===== config.mk =====
export PLATFORM = sky130hd
export DESIGN_NAME = data_mem_arbiter
export DESIGN_NICKNAME = d
export VERILOG_FILES = /design/src/rtl/mem_arb_pkg.sv /design/src/rtl/mem_arb_pick.sv /design/src/rtl/data_mem_arbiter.sv
export SDC_FILE = /design/constraint.sdc
export NUM_CORES = 1
export LEC_CHECK = 0
export ABC_AREA = 1
export CAP_MARGIN = 25
export CORE_AREA = 2 2 118 120
export DETAILED_ROUTE_END_ITERATION = 10
export DIE_AREA = 0 0 120 122
export PLACE_DENSITY = 0.86
export SYNTH_ARGS = -nofsm -noshare
export SYNTH_HDL_FRONTEND = slang
export SYNTH_HIERARCHICAL = 1
export SYNTH_SLANG_ARGS = --single-unit
export TNS_END_PERCENT = 5

===== constraint.sdc =====
create_clock -name clk -period 1.6 [get_ports clk]
set_input_delay 0.48 -clock clk [delete_from_list [all_inputs] [get_ports clk]]
set_output_delay 0.48 -clock clk [all_outputs]
set_load 0.01 [all_outputs]

===== src/rtl/mem_arb_pkg.sv =====
// Shared types and constants for the data-memory arbiter.
package mem_arb_pkg;

   typedef enum logic [1:0] {IDLE, ACCESS, RESP} arbStateT;

   localparam logic       P0         = 1'b0;
   localparam logic       P1         = 1'b1;
   localparam logic [1:0] ALIGN_MASK = 2'b11;

   function automatic logic isMisaligned(input logic [1:0] lowBits);
      return |(lowBits & ALIGN_MASK);
   endfunction

endpackage


===== src/rtl/mem_arb_pick.sv =====
// Combinational grant logic: a tie goes to the port that was not granted last.
module mem_arb_pick
   import mem_arb_pkg::*;
(
   input  logic valid0,
   input  logic valid1,
   input  logic lastGrant,
   output logic grantValid,
   output logic grantPort
);

   always_comb begin
      grantValid = valid0 | valid1;
      grantPort  = P0;
      if (valid0 && valid1) begin
         grantPort = ~lastGrant;
      end else if (valid1) begin
         grantPort = P1;
      end
   end

endmodule


===== src/rtl/data_mem_arbiter.sv =====
// Two-port arbiter for the single-port data memory; one 3-cycle transaction at a time.
// Define MEM_ARB_RR_EN for round-robin tie-breaking; otherwise port 0 has fixed priority.
module data_mem_arbiter
   import mem_arb_pkg::*;
#(
   parameter int unsigned DATA_WIDTH = 32,
   parameter int unsigned ADDR_WIDTH = 32
) (
   input  logic                  clk,
   input  logic                  reset,
   input  logic                  p0_req_valid,
   output logic                  p0_req_ready,
   input  logic                  p0_req_we,
   input  logic [ADDR_WIDTH-1:0] p0_req_addr,
   input  logic [DATA_WIDTH-1:0] p0_req_wdata,
   output logic                  p0_rsp_valid,
   output logic [DATA_WIDTH-1:0] p0_rsp_rdata,
   output logic                  p0_rsp_err,
   input  logic                  p1_req_valid,
   output logic                  p1_req_ready,
   input  logic                  p1_req_we,
   input  logic [ADDR_WIDTH-1:0] p1_req_addr,
   input  logic [DATA_WIDTH-1:0] p1_req_wdata,
   output logic                  p1_rsp_valid,
   output logic [DATA_WIDTH-1:0] p1_rsp_rdata,
   output logic                  p1_rsp_err,
   output logic [ADDR_WIDTH-1:0] mem_addr,
   output logic [DATA_WIDTH-1:0] mem_wdata,
   output logic                  mem_we,
   output logic                  mem_re,
   input  logic [DATA_WIDTH-1:0] mem_rdata
);

   arbStateT              state, stateNext;
   logic                  latchWe, latchPort, errQ;
   logic [ADDR_WIDTH-1:0] latchAddr;
   logic [DATA_WIDTH-1:0] latchWdata, rdataQ;
   logic                  grantValid, grantPort, lastGrant, accept, aligned;

`ifdef MEM_ARB_RR_EN
   logic lastGrantQ;

   always_ff @(posedge clk) begin
      if (reset) begin
         lastGrantQ <= P1;
      end else if (accept) begin
         lastGrantQ <= grantPort;
      end
   end

   assign lastGrant = lastGrantQ;
`else
   // Pinning the pointer to port 1 turns the round-robin picker into fixed priority.
   assign lastGrant = P1;
`endif

   mem_arb_pick uPick (
      .valid0     (p0_req_valid),
      .valid1     (p1_req_valid),
      .lastGrant  (lastGrant),
      .grantValid (grantValid),
      .grantPort  (grantPort)
   );

   assign accept  = (state == IDLE) && grantValid;
   assign aligned = ~isMisaligned(latchAddr[1:0]);

   always_comb begin
      stateNext = state;
      unique case (state)
         IDLE:    if (accept) stateNext = ACCESS;
         ACCESS:  stateNext = RESP;
         RESP:    stateNext = IDLE;
         default: stateNext = IDLE;
      endcase
   end

   always_ff @(posedge clk) begin
      if (reset) begin
         state      <= IDLE;
         latchWe    <= 1'b0;
         latchPort  <= P0;
         latchAddr  <= '0;
         latchWdata <= '0;
         rdataQ     <= '0;
         errQ       <= 1'b0;
      end else begin
         state <= stateNext;
         if (accept) begin
            latchPort  <= grantPort;
            latchWe    <= (grantPort == P1) ? p1_req_we    : p0_req_we;
            latchAddr  <= (grantPort == P1) ? p1_req_addr  : p0_req_addr;
            latchWdata <= (grantPort == P1) ? p1_req_wdata : p0_req_wdata;
         end
         if (state == ACCESS) begin
            errQ   <= ~aligned;
            rdataQ <= mem_re ? mem_rdata : '0;
         end
      end
   end

   assign mem_addr  = latchAddr;
   assign mem_wdata = latchWdata;
   // Reset gates the strobes so a write coinciding with reset never reaches memory.
   assign mem_we = (state == ACCESS) && latchWe && aligned && !reset;
   assign mem_re = (state == ACCESS) && !latchWe && aligned && !reset;

   assign p0_req_ready = accept && (grantPort == P0);
   assign p1_req_ready = accept && (grantPort == P1);

   assign p0_rsp_valid = (state == RESP) && (latchPort == P0);
   assign p1_rsp_valid = (state == RESP) && (latchPort == P1);
   assign p0_rsp_rdata = p0_rsp_valid ? rdataQ : '0;
   assign p1_rsp_rdata = p1_rsp_valid ? rdataQ : '0;
   assign p0_rsp_err   = p0_rsp_valid && errQ;
   assign p1_rsp_err   = p1_rsp_valid && errQ;

endmodule

# Word-level counts from Yosys, hierarchy flattened
# Cells that the tools add are included.
# classes
addsub	0
n_eq_ne	3
bitwise_logic	4
n_reduce_logical	18
n_shift	0
mux	10
div	0
magnitude_cmp	0
mul	0
# ops
operator	n
two-way mux 32 bit	5
logical AND 1 bit	14
case mux 2 bit (2 select lines)	1
two-way mux 1 bit	3
NOT 1 bit	3
equality test 2 x 1 -> 1 bit, second input constant	1
equality test 2 bit, second input constant	1
logical NOT 1 bit	2
logical NOT 2 bit	1
two-way mux 2 bit	1
inequality test 2 bit, second input constant	1
OR reduction 2 bit	1
OR 1 bit	1
# totals
in_bits	166
romBits	0
latchBits	0
memories	0
output_inout_bits	136
word_cells	42
ram_bits	0
regBits	101

# Logic depth before layout (Yosys ltp)
# depth
depth_word	5
depth_mapped	9
ltp_nobuf	7

# Modules after synthesis
# The synthesis kept the hierarchy.
# by_module_without_submodules
mod	instances	cells_per_inst	seq_area_each_um2	area_each_um2
data_mem_arbiter	1	765	2021.9	4827.1
mem_arb_pick	1	3	0.0	15.0

# Worst setup path before layout
# OpenSTA, ideal clock, no wires.
# synth_path
path_type	input to output
start	in p1_req_valid
end	out p1_req_ready
t_arrival_ps	1165
stages	5
setup_slack_ps	-45
path_cell_list	inv_1 -> a21oi_1 -> inv_1 -> clkbuf_1 -> nor2_1
# synth_via
elab_chain_cells	3
elab_cells_between_ends	6
# synth_rtl
element	line	text
start, declared	data_mem_arbiter.sv:19	input logic p1_req_valid,
two-way mux 1 bit or logical AND 1 bit (tied branches)	mem_arb_pick.sv:17, mem_arb_pick.sv:15	
two-way mux 1 bit (*)	mem_arb_pick.sv:15	if (valid0 && valid1) begin
net grantPort	data_mem_arbiter.sv:38	logic grantValid, grantPort, lastGrant, accept, aligned;
logical AND 1 bit (*)	data_mem_arbiter.sv:109	assign p1_req_ready = accept && (grantPort == P1);
end, declared	data_mem_arbiter.sv:20	output logic p1_req_ready,
# The timed path passes the listed nets; every way through them passes the cells marked *.

# Worst setup path in the final report
# layout_path
start	reg state[0]
end	out p1_rsp_rdata[30]
# layout_via
elab_chain_cells	3
# layout_rtl
element	line	text
start, declared	data_mem_arbiter.sv:34	arbStateT state, stateNext;
start signal, assigned	data_mem_arbiter.sv:88	state <= stateNext;
equality test 2 bit	data_mem_arbiter.sv:112	assign p1_rsp_valid = (state == RESP) && (latchPort == P1);
logical AND 1 bit	data_mem_arbiter.sv:112	
two-way mux 32 bit	data_mem_arbiter.sv:114	assign p1_rsp_rdata = p1_rsp_valid ? rdataQ : '0;
end, declared	data_mem_arbiter.sv:25	output logic [DATA_WIDTH-1:0] p1_rsp_rdata,
# No other way between the ends.

==> flow_metrics.py <==
metrics = {
    "clocking": {
        "htreeDepth": 3,
        "cts_made_buffers": 9,
        "cts_tree": "done",
        "cts_hold_buf": 0,
        "clockBufferDepth": 2,
        "ctsRootBufferMaster": "clkbuf_16",
        "clock-sinks": 101,
        "clk_pin_slew_ns": 0.07,
        "clkLatencyLatePin_ns": 0.35,
    },
    "final_layout": {
        "fin_util_pct": 62.0,
        "final_cells": 1251,
        "final_cell_mix": "nand2_1 (357), clkdlybuf4s50_1 (162), dfxtp_1 (98)",
        "layout-drive-gt1-share_pct": 18.1,
        "syn_to_final_growth_pct": 73.0,
        "final_common_cell": "nand2_1",
        "nNetsFinal": 1232,
        "final_area_sq_um": 8380,
        "n_antenna_cell": 0,
    },
    "worst_setup_path": {
        "crit_fanout": 7,
        "worstRegToRegCells": 9,
        "start_kind": "register",
        "ff2ff_setup_slack_ns": 0.09,
        "critical_path_class": "reg2out",
        "r2r-end": "mem_wdata[20]",
        "cp.arrival_ns": 1.46,
        "r2r-start": "state[1]",
        "critPathCaptureType": "output pin",
        "cp_data_required_time_ns": 1.12,
    },
    "die": {
        "start_util_pct": 35.9,
        "fp.dieW_um": 120,
        "num_rows": 43,
        "design.core.area_sq_um": 13500,
        "die_y_um": 122,
        "io_pins": 302,
        "die_area_sq_um": 14600,
    },
    "grt": {
        "grt_max_degree": 80,
        "grt_use_total_pct": 23.1,
        "grt_use_met2_pct": 41.1,
        "use_met1_pct": 26.0,
        "antenna_found_initial": 0,
        "grt_pass1_wl_um": 27100,
        "use_met3_pct": 6.51,
        "grt_pass1_vias": 5312,
        "gr-total-overflow": 0,
        "grt_busiest_layer": "met2",
    },
    "synthesis": {
        "synthFlopType": "dfxtp_1",
        "avgSynthCellArea_sq_um": 6.30,
        "synthArstFlopShare_pct": 0,
        "synth_cell_type_count": 23,
        "synth_fp_nets": 934,
        "yosysSeqAreaShare_pct": 41.8,
        "syn_inst": 768,
        "ys_warn_count": 6,
        "synth_area_sq_um": 4840,
        "ys_ff_latch": 101,
        "synth_edf_count": 0,
    },
    "run_status": {
        "violations": "negative setup slack",
        "status": "finished, violations left",
    },
    "drt": {
        "routed_via_density": 4.64,
        "wl_per_cell_um": 13.6,
        "drt_iter0_drc": 331,
        "wl_um": 17000,
        "vias": 5803,
        "first_pass_iters": 5,
        "ant_nets": 0,
        "drc": 0,
    },
    "worst_hold_path": {
        "min_to": "mem_addr[17]",
        "hp-start": "mem_addr[17]",
        "min_path_cells": 2,
        "min_path_type": "reg2reg",
    },
    "place": {
        "dpl_cell_area_sq_um": 8100,
        "place.gp.congestion": 0.794,
        "place.detailed.hpwl_um": 11900,
        "io_buffer_count": 301,
        "dpl.cell_count": 1225,
    },
    "pwr": {
        "power.switching_w": 0.00191,
        "internal-power_w": 0.00466,
        "pwr-share-clk_pct": 31.3,
        "p_leak_nw": 3.82,
        "p_per_area_nw_per_um2": 784,
        "peakVddDrop_mv": 0.476,
        "p_seq_share_pct": 42.3,
        "switching_share_pct": 29.0,
        "pwr-share-comb_pct": 26.4,
        "total_power_w": 0.00657,
    },
    "sta": {
        "slew_headroom_pct": 40.5,
        "period_needed_ns": 1.94,
        "setup_viol": 72,
        "fin_crit_sh_pct": 122,
        "rsz0062_at_grt": "yes",
        "setup-tns-final_ns": -20.56,
        "drv_slew": 0,
        "setup_ws_ns": -0.344,
        "fmax_mhz": 514,
        "worst_pin_slew_ns": 0.892,
        "finalHoldViolations": 0,
        "finClkSkew_ns": 0.00975,
    },
    "job": {
        "maxCapViolCount": 0,
    },
}
==> repair_timing <==
item	in CTS	in global routing
cloned	2	0
pin swaps	7	5
setup buffers	8	0
gates resized for setup	405	43
endpoints found under the setup margin	202	152
==> layer usage <==
| layer | share of wire, % | wire length [um] |
|---|---|---|
| met1 | 39 | 6600 |
| met5 | 0 | 0 |
| met4 | 2.8 | 481 |
| met2 | 50 | 8460 |
| met3 | 8.4 | 1430 |
==> area by class of cell <==
| type | instances | area [sq um] |
|---|---|---|
| clock inverter | 4 | 23.8 |
| fill | 1280 | 5120 |
| inverter | 42 | 165 |
| tap | 180 | 225 |
| timing repair buffer | 341 | 3120 |
| sequential | 101 | 2030 |
| multi-input combinational | 571 | 2570 |
| clock buffer | 12 | 246 |
==> stage by stage <==
stage	hold WS, ns	setup slack, ns
floorplan	0.445	-0.0114
global placement	0.451	-0.890
detailed placement	0.455	-0.879
CTS	0.463	-0.385
global route	0.475	-0.392
finish	0.459	-0.344
==> cells in the mapped netlist (3+ instances only) <==
master      n  area [sq um]
nand2_1   358          1340
inv_1      38           143
dfxtp_1   101          2020
buf_1       8          30.0
nand3_1    33           165
buf_4       3          22.5
clkbuf_1   12          45.0
inv_2       4          15.0
buf_2      23           115
nor2_1     71           267
buf_6       8          90.1
a21oi_1    98           490
==> logic make-up (layout without fill, tap and decap cells) <==
family / count (synthesis) / count (layout) / share of synthesized area (%)
other: 1 / 1 / 0.0774
buffers and inverters: 96 / 399 / 9.51
flip-flops: 101 / 101 / 41.8
AO/OA/AOI/OAI: 99 / 99 / 10.3
AND/OR/NAND/NOR: 471 / 471 / 38.4
==> critical path: stages (launching register included) <==
cell	delay, ns
dfxtp_2	0.34
buf_6	0.12
inv_4	0.06
nand3_4	0.08
buf_12	0.15
buf_6	0.14
nor2_1	0.09
buf_2	0.14
==> flip-flops by register name (all words and copies together), names as in the netlist <==
register   count
errQ           1
latchPort      1
latchWe        1
mem_addr      32
mem_wdata     32
rdataQ        32
state          2
==> how the worst max path moves through the flow <==
stage	startpoint	end	slack, ns	cells after the start
finish	state[0]	p1_rsp_rdata[30]	-0.34	7
detailed placement	p0_req_valid	p1_req_ready	-0.88	6
global route	state[0]	p1_rsp_rdata[23]	-0.39	7
global placement	p0_req_valid	p1_req_ready	-0.89	6
floorplan	state[0]	mem_re	-0.01	3
CTS	state[1]	p0_rsp_err	-0.39	6
==> power groups by stage <==
stage               clock (W)  combinational, W  sequential [W]
finish                0.00206           0.00173         0.00278
global route          0.00220           0.00191         0.00280
CTS                   0.00211           0.00171         0.00278
detailed placement          0           0.00173         0.00284
global placement            0           0.00171         0.00283
floorplan                   0          0.000713         0.00290
(Power assumes the default switching activity.)
